<file path="src/rtl/dcache_wbuf_pkg.sv">
// dcache_wbuf_pkg: shared line sizes and FSM encodings for the data-cache write buffer
package dcache_wbuf_pkg;
    localparam int WB_DEPTH = 4;
    localparam int ADDR_W = 28;
    localparam int LINE_W = 128;
    localparam logic [1:0] ST_IDLE = 2'd0;
    localparam logic [1:0] ST_DRAIN = 2'd1;
    localparam logic [1:0] ST_READ = 2'd2;
endpackage

</file>
<file path="src/rtl/dcache_wbuf_if.sv">
// dcache_wbuf_if: line-granular request/ready bus used on both the cache and memory sides
interface dcache_wbuf_if;
    import dcache_wbuf_pkg::*;
    logic              read;
    logic              write;
    logic              ready;
    logic [ADDR_W-1:0] addr;
    logic [LINE_W-1:0] wdata;
    logic [LINE_W-1:0] rdata;
    modport master(output read, write, addr, wdata, input rdata, ready);
    modport slave(input read, write, addr, wdata, output rdata, ready);
endinterface

</file>
<file path="src/rtl/dcache_wbuf_fifo.sv">
// dcache_wbuf_fifo: line storage with head/tail/count and a parallel address match over live entries
module dcache_wbuf_fifo
    import dcache_wbuf_pkg::*;
#(
    parameter int DEPTH = WB_DEPTH
) (
    input  logic              clk,
    input  logic              rst,
    input  logic              i_push,
    input  logic              i_pop,
    input  logic              i_wr,
    input  logic [ADDR_W-1:0] i_addr,
    input  logic [LINE_W-1:0] i_wdata,
    output logic              o_hit,
    output logic              o_hit_is_head,
    output logic              o_full,
    output logic              o_empty,
    output logic [ADDR_W-1:0] o_head_addr,
    output logic [LINE_W-1:0] o_head_data,
    output logic [LINE_W-1:0] o_hit_data
);
    localparam int PW = $clog2(DEPTH);
    logic [ADDR_W-1:0] r_addr [DEPTH];
    logic [LINE_W-1:0] r_data [DEPTH];
    logic [PW-1:0]     r_head, r_tail, w_hit_idx;
    logic [PW:0]       r_count;
    // an entry is live when its distance from head is below count
    always_comb begin
        o_hit = 1'b0;
        w_hit_idx = '0;
        for (int i = 0; i < DEPTH; i++)
            if ({1'b0, PW'(i) - r_head} < r_count && r_addr[i] == i_addr) begin
                o_hit = 1'b1;
                w_hit_idx = PW'(i);
            end
    end
    assign o_hit_is_head = o_hit && w_hit_idx == r_head;
    assign o_full = r_count == (PW+1)'(DEPTH);
    assign o_empty = r_count == '0;
    assign o_head_addr = r_addr[r_head];
    assign o_head_data = r_data[r_head];
    assign o_hit_data = r_data[w_hit_idx];
    always_ff @(posedge clk or posedge rst)
        if (rst) begin
            r_head <= '0;
            r_tail <= '0;
            r_count <= '0;
        end else begin
            r_head <= r_head + PW'(i_pop);
            r_tail <= r_tail + PW'(i_push);
            r_count <= r_count + (PW+1)'(i_push) - (PW+1)'(i_pop);
        end
    always_ff @(posedge clk) begin
        if (i_push) begin
            r_addr[r_tail] <= i_addr;
            r_data[r_tail] <= i_wdata;
        end
        if (i_wr) r_data[w_hit_idx] <= i_wdata;
    end
endmodule

</file>
<file path="src/rtl/dcache_wbuf.sv">
// dcache_wbuf: absorbs cache write-back lines, serves read hits locally and drains to slow memory
module dcache_wbuf
    import dcache_wbuf_pkg::*;
#(
    parameter int DEPTH = WB_DEPTH
) (
    input  logic          clk,
    input  logic          proc_reset,
    dcache_wbuf_if.slave  c_bus,
    dcache_wbuf_if.master mem_bus
);
    logic [1:0]        r_state;
    logic              r_c_ready, r_mem_read, r_mem_write;
    logic [LINE_W-1:0] r_c_rdata, r_mem_wdata;
    logic [ADDR_W-1:0] r_mem_addr;
    logic              w_hit, w_hit_head, w_full, w_empty;
    logic [ADDR_W-1:0] w_head_addr;
    logic [LINE_W-1:0] w_head_data, w_hit_data;
    logic              w_acc, w_rd, w_wr, w_pop, w_head_blk, w_coal, w_push, w_miss_go, w_drain_go, w_rd_done;
    // a request is never taken in the cycle its completion is still visible
    assign w_acc = !r_c_ready && r_state != ST_READ;
    assign w_rd = w_acc && c_bus.read;
    assign w_wr = w_acc && c_bus.write && !c_bus.read;
    assign w_pop = r_state == ST_DRAIN && mem_bus.ready;
    assign w_rd_done = r_state == ST_READ && mem_bus.ready;
    // the line in flight to memory must not change, so a write to it waits and becomes a new entry
    assign w_head_blk = w_hit && w_hit_head && r_state == ST_DRAIN;
    assign w_coal = w_wr && w_hit && !w_head_blk;
    assign w_push = w_wr && (!w_hit || w_head_blk) && ((!w_full && !w_head_blk) || w_pop);
    assign w_miss_go = w_rd && !w_hit && r_state == ST_IDLE;
    assign w_drain_go = r_state == ST_IDLE && !w_empty && !(w_rd && !w_hit);
    dcache_wbuf_fifo #(.DEPTH(DEPTH)) u_fifo (
        .clk           (clk),
        .rst           (proc_reset),
        .i_push        (w_push),
        .i_pop         (w_pop),
        .i_wr          (w_coal),
        .i_addr        (c_bus.addr),
        .i_wdata       (c_bus.wdata),
        .o_hit         (w_hit),
        .o_hit_is_head (w_hit_head),
        .o_full        (w_full),
        .o_empty       (w_empty),
        .o_head_addr   (w_head_addr),
        .o_head_data   (w_head_data),
        .o_hit_data    (w_hit_data)
    );
    always_ff @(posedge clk or posedge proc_reset)
        if (proc_reset) begin
            r_state <= ST_IDLE;
            r_c_ready <= 1'b0;
            r_c_rdata <= '0;
            r_mem_read <= 1'b0;
            r_mem_write <= 1'b0;
            r_mem_addr <= '0;
            r_mem_wdata <= '0;
        end else begin
            r_c_ready <= (w_rd && w_hit) || w_coal || w_push || w_rd_done;
            if (w_rd && w_hit) r_c_rdata <= w_hit_data;
            else if (w_rd_done) r_c_rdata <= mem_bus.rdata;
            if (w_miss_go) begin
                r_state <= ST_READ;
                r_mem_read <= 1'b1;
                r_mem_addr <= c_bus.addr;
            end else if (w_drain_go) begin
                r_state <= ST_DRAIN;
                r_mem_write <= 1'b1;
                r_mem_addr <= w_head_addr;
                r_mem_wdata <= (w_coal && w_hit_head) ? c_bus.wdata : w_head_data;
            end else if (mem_bus.ready && r_state != ST_IDLE) begin
                r_state <= ST_IDLE;
                r_mem_read <= 1'b0;
                r_mem_write <= 1'b0;
            end
        end
    assign c_bus.ready = r_c_ready;
    assign c_bus.rdata = r_c_rdata;
    assign mem_bus.read = r_mem_read;
    assign mem_bus.write = r_mem_write;
    assign mem_bus.addr = r_mem_addr;
    assign mem_bus.wdata = r_mem_wdata;
endmodule

</file>
<file path="src/flat_wrapper.sv">
// flat-port wrapper written by rule: the top's interface ports become plain ports
module dcache_wbuf_flat import dcache_wbuf_pkg::*;
#(
    parameter int DEPTH = WB_DEPTH
)
  (clk, proc_reset, c_bus_read, c_bus_write, c_bus_addr, c_bus_wdata, c_bus_rdata, c_bus_ready, mem_bus_read, mem_bus_write, mem_bus_addr, mem_bus_wdata, mem_bus_rdata, mem_bus_ready);
  dcache_wbuf_if c_bus_i ();
  dcache_wbuf_if mem_bus_i ();
  input  logic clk;
  input  logic proc_reset;
  input wire logic [$bits(c_bus_i.read)-1:0] c_bus_read;
  input wire logic [$bits(c_bus_i.write)-1:0] c_bus_write;
  input wire logic [$bits(c_bus_i.addr)-1:0] c_bus_addr;
  input wire logic [$bits(c_bus_i.wdata)-1:0] c_bus_wdata;
  output wire logic [$bits(c_bus_i.rdata)-1:0] c_bus_rdata;
  output wire logic [$bits(c_bus_i.ready)-1:0] c_bus_ready;
  output wire logic [$bits(mem_bus_i.read)-1:0] mem_bus_read;
  output wire logic [$bits(mem_bus_i.write)-1:0] mem_bus_write;
  output wire logic [$bits(mem_bus_i.addr)-1:0] mem_bus_addr;
  output wire logic [$bits(mem_bus_i.wdata)-1:0] mem_bus_wdata;
  input wire logic [$bits(mem_bus_i.rdata)-1:0] mem_bus_rdata;
  input wire logic [$bits(mem_bus_i.ready)-1:0] mem_bus_ready;
  assign c_bus_i.read = c_bus_read;
  assign c_bus_i.write = c_bus_write;
  assign c_bus_i.addr = c_bus_addr;
  assign c_bus_i.wdata = c_bus_wdata;
  assign c_bus_rdata = c_bus_i.rdata;
  assign c_bus_ready = c_bus_i.ready;
  assign mem_bus_read = mem_bus_i.read;
  assign mem_bus_write = mem_bus_i.write;
  assign mem_bus_addr = mem_bus_i.addr;
  assign mem_bus_wdata = mem_bus_i.wdata;
  assign mem_bus_i.rdata = mem_bus_rdata;
  assign mem_bus_i.ready = mem_bus_ready;
  dcache_wbuf #(.DEPTH(DEPTH)) u_core (.clk(clk), .proc_reset(proc_reset), .c_bus(c_bus_i), .mem_bus(mem_bus_i));
endmodule
</file>
<file path="config.mk">
export PLATFORM = sky130hd
export DESIGN_NAME = dcache_wbuf_flat
export DESIGN_NICKNAME = d
export VERILOG_FILES = /design/src/rtl/dcache_wbuf_pkg.sv /design/src/rtl/dcache_wbuf_if.sv /design/src/rtl/dcache_wbuf_fifo.sv /design/src/rtl/dcache_wbuf.sv /design/src/flat_wrapper.sv
export SDC_FILE = /design/constraint.sdc
export NUM_CORES = 2
export LEC_CHECK = 0
export BUFFER_PORTS_ARGS = -buffer_cell sky130_fd_sc_hd__buf_2
export CORE_MARGIN = 4
export CORE_UTILIZATION = 32
export CTS_BUF_LIST = sky130_fd_sc_hd__clkbuf_4 sky130_fd_sc_hd__clkbuf_8
export DETAILED_ROUTE_END_ITERATION = 8
export SKIP_CTS_REPAIR_TIMING = 1
export SYNTH_ARGS = -nofsm -noshare
export SYNTH_HDL_FRONTEND = slang
export SYNTH_HIERARCHICAL = 1
export SYNTH_SLANG_ARGS = --single-unit
</file>
<file path="constraint.sdc">
create_clock -name clk -period 11.75 [get_ports clk]
set_clock_uncertainty 0.1 [all_clocks]
set_input_delay 0.5875 -clock clk [delete_from_list [all_inputs] [get_ports clk]]
set_output_delay 0.5875 -clock clk [all_outputs]
set_load 0.03 [all_outputs]
</file>
==> summary.md <==
| Metric | Value |
|---|---|
| Status | completed |
| Synth cell types | 50 |
| WL met1 | 65.8 mm |
| Period minus WS final | 7.18 ns |
| Design Area, Final | 54,400 sq um |
| FF/Latch Area | 26,200 sq um |
| Hold Path End | u_core/c_bus.ready |
| Crit path required time | 12.11 ns |
| Minimum setup slack among reg-to-reg paths | between 4 and 5 ns |
| TritonRoute pass-1 iters | 6 |
| Multi-input logic area | around 16,000 sq um |
| Leak | 19.5 nW |
| Placed Instances | roughly 5,300 |
| Slew @ Worst Pin | 1.27 ns |
| Initial Utilization | 0.322 |
| Critical Path, Cell by Cell | buf_12 -> a211o_1 -> and2_4 -> nand4b_1 -> a2111oi_0 -> a21boi_0 -> o22ai_1 -> nand2_1 -> a21oi_1 -> nand2_1 -> nor2_4 -> a31o_4 -> buf_4 |
| Area growth, synth to finish | 24.6% |
| Skew-Pair Late Insertion Delay | 0.86 ns |
| Reg2reg start | u_core/u_fifo/r_head[0] |
| MaxCap Viol Count | 0 |
| Most common flop cell mapped by yosys | edfxtp_1 |
| Mean area per synthesized cell | approximately 13 sq um |
| Largest net degree at the start of global routing | between 150 and 200 |
| I/O Buffers | 575 |
| Area contributors post-synth | edfxtp_1 (43%), dfrtp_1 (17%), mux4_2 (8.0%) |
| Crit-path max FO | 101 |
| WP data arrival | 7.54 ns |
| Final non-filler cell total | 5,939 |
| Type of the worst min-delay path | in2reg |
| Tot GR Track Use | 0.215 |
| Synth Register Bits | 920 |
| Site Rows | 135 |
| Vias | ~34,000 |
| Max Root-Sink Buffers | 3 |
| Die Y | 377 microns |
| Slew Limit Fails | 0 |
| Worst hold start | c_bus_read |
| Post-synth EDFFs | between 600 and 700 |
| Placer Congestion | 0.794 |
| TritonCTS clock tree | built |
| Num Clock Sinks | 920 |
| Setup CP Type | reg2reg |
| Antenna violations before repair | 23 |
| Slew Limit Headroom | 0.146 |
| Leading area contributor after synthesis | edfxtp_1 |
| GRT Residual Overflow | 0 |
| Syn nets | 3,551 |
| Final setup viols | 0 |
| Crit path max-delay cell type | dfrtp_4 |
| CTS buffer count | 164 |
| Unrepaired setup endpoints after global routing | no |
| WL final | roughly 160 mm |
| Routed Antenna Nets | 0 |
| Vias/cell | 5.66 |
| Vias in the first global route | 32,200 |
| Hold Vio Cnt, Final | 0 |
| DRC viols | 0 |
| Reg2Reg Depth | 13 |
| Final net count | 4,300 |
| Setup slack at placement | 4.52 ns |
| Htree depth | 4 |
| Fraction of layout cells with a size suffix above 1 | 0.331 |
| Hold depth | 4 |
| Wire per inst | 27.0 microns |
| Reg clk slew, reported paths | around 0.060 ns |
| Most frequent CP cell | nand2_1 |
| FF-to-FF End | u_core/u_fifo/r_data[1][97] |
| Met3 routed WL | between 10 and 15 mm |
| DR top layer | met5 |
| Io pins | 576 |
| IR drop worst, VDD | 0.297 mV |
| CP Capture Type | flop |
| Register area share after synthesis | 0.599 |
| DP HPWL | between 90 and 100 mm |
| Crit-path leading delay family | compound AO/OA/AOI/OAI gates |
| Die area | roughly 140,000 sq um |
| Largest stage delay, worst path | 0.84 ns |
| Core Util, Final | 0.401 |
| Die X | 377 microns |
| Worst Path Buf+Inv | 2 |
| First-iteration detailed-routing DRC count | 3,369 |
| Core Box Area | ~140,000 sq um |
| Cell area power density | ~240 nW/um^2 |
| First-pass GRT wire length | 229 mm |
| Setup_tns | 0 ns |
| Fmax | 0.139 GHz |
| Routed length on met2 | 77.0 mm |
| Root Buffer | clkbuf_8 |
| Fill cell count | 12,700 |
| Startpoint Class | flop |
| Worst setup margin | between 4 and 5 ns |
| Synth top area share | 0.429 |
| Cells after synthesis | 3,253 |
| Dpl cell area | ~48,000 sq um |
| Syn Std Cell Area | 43,700 sq um |
| Ys async rst share | 0.322 |
| Final worst-path cycle share | 0.611 |
| Yosys warning total | 6 |
metal layers:
metal  GRT usage  up-vias
met4      0.0625        6
met1       0.284    17300
met2       0.348     1657
li1            -    14400
met3      0.0586      220
met5           0        -
cell usage after synthesis (all sizes together), types with 5 or more instances:
library cell and instances:
ha 8, a21oi 130, a221o 28, o31ai 256
and3 30, edfxtp 624, nand4 145, xnor2 60
mux4 156, xor2 59, nor2 134, a211oi 128
and2 5, clkbuf 236, a31oi 128, dfrtp 296
nand2 266, nor4 146, a21o 5, mux2 256
buf 101, inv 13
metrics by stage:
stage	power, mW	hold WS, ns
global route	13.9	0.126
floorplan	8.28	0.291
CTS	13.3	-0.424
detailed placement	10.1	0.373
global placement	10.1	0.362
finish	13.3	0.191
cells in the final DEF, fill, tap and decap left out, types with 12 or more instances in the layout:
cell and count:
clkbuf_4 70, a21oi_1 130, xor2_1 58, clkinv_1 16
mux2_2 256, clkinv_2 15, nand2_1 263, diode_2 15
and3_1 29, edfxtp_1 624, dlygate4sd3_1 286, nand4_1 145
clkbuf_8 187, nor2_1 132, a31oi_1 128, mux4_2 156
o31ai_1 255, dfrtp_1 294, nor4_1 142, a221o_1 28
buf_4 55, inv_1 12, buf_2 575, a211oi_1 128
xnor2_1 59
sequential cells by signal (all words and copies together) (netlist names):
signal,cells
u_core/mem_bus.addr,28
u_core/u_fifo/r_tail,2
u_core/u_fifo/r_data,512
u_core/c_bus.rdata,128
u_core/mem_bus.wdata,128
u_core/u_fifo/r_head,2
u_core/mem_bus.read,1
u_core/u_fifo/r_addr,112
u_core/u_fifo/r_count,3
u_core/r_state,2
u_core/c_bus.ready,1
u_core/mem_bus.write,1
cell families (layout without fill, tap and decap cells):
| kind of cell | after synthesis | in the layout | share of synthesized area |
|---|---|---|---|
| other | 0 | 15 | 0 |
| multiplexers | 412 | 412 | 0.147 |
| buffers and inverters | 350 | 1240 | 0.0328 |
| flip-flops | 920 | 920 | 0.599 |
| AND/OR/NAND/NOR | 752 | 752 | 0.0858 |
| AO/OA/AOI/OAI | 691 | 691 | 0.109 |
| XOR/XNOR | 119 | 119 | 0.0239 |
| adder cells (fa/ha/maj) | 9 | 9 | 0.00275 |
worst max path at each step:
stage | to | slack, ns | startpoint | cells after the start
finish | u_core/u_fifo/r_data[1][97] | 4.57 | u_core/u_fifo/r_head[0] | 13
global route | u_core/u_fifo/r_data[1][93] | 4.09 | u_core/u_fifo/r_head[0] | 13
CTS | u_core/mem_bus.addr[13] | 4.55 | u_core/u_fifo/r_head[0] | 15
detailed placement | u_core/mem_bus.addr[16] | 4.52 | u_core/u_fifo/r_head[0] | 15
global placement | u_core/u_fifo/r_data[1][104] | 4.58 | u_core/u_fifo/r_head[0] | 13
floorplan | u_core/c_bus.rdata[0] | 3.09 | proc_reset | 1
area by class of cell:
cell class,count,area share
Multi-Input combinational cell,1983,0.298
Clock inverter,50,0.00656
Timing Repair Buffer,920,0.115
Inverter,13,0.00104
Antenna cell,15,0.000690
Sequential cell,920,0.481
Tap cell,1781,0.0410
Clock buffer,257,0.0570
report_power, final:
| group | switching (mW) | total (mW) | internal [mW] |
|---|---|---|---|
| combinational | 3.57 | 5.46 | 1.89 |
| sequential | 0.476 | 4.71 | 4.23 |
| clock | 1.39 | 3.13 | 1.73 |
worst register-to-register path, cell delays in order, from the launching register on:
cell and delay (ns):
dfrtp_4 0.84, buf_12 0.64, a211o_1 0.50, and2_4 0.41, nand4b_1 0.16, a2111oi_0 0.53, a21boi_0 0.18, o22ai_1 0.47
nand2_1 0.10, a21oi_1 0.37, nand2_1 0.17, nor2_4 0.84, a31o_4 0.52, buf_4 0.82
Power figures use the tool's default switching activity.
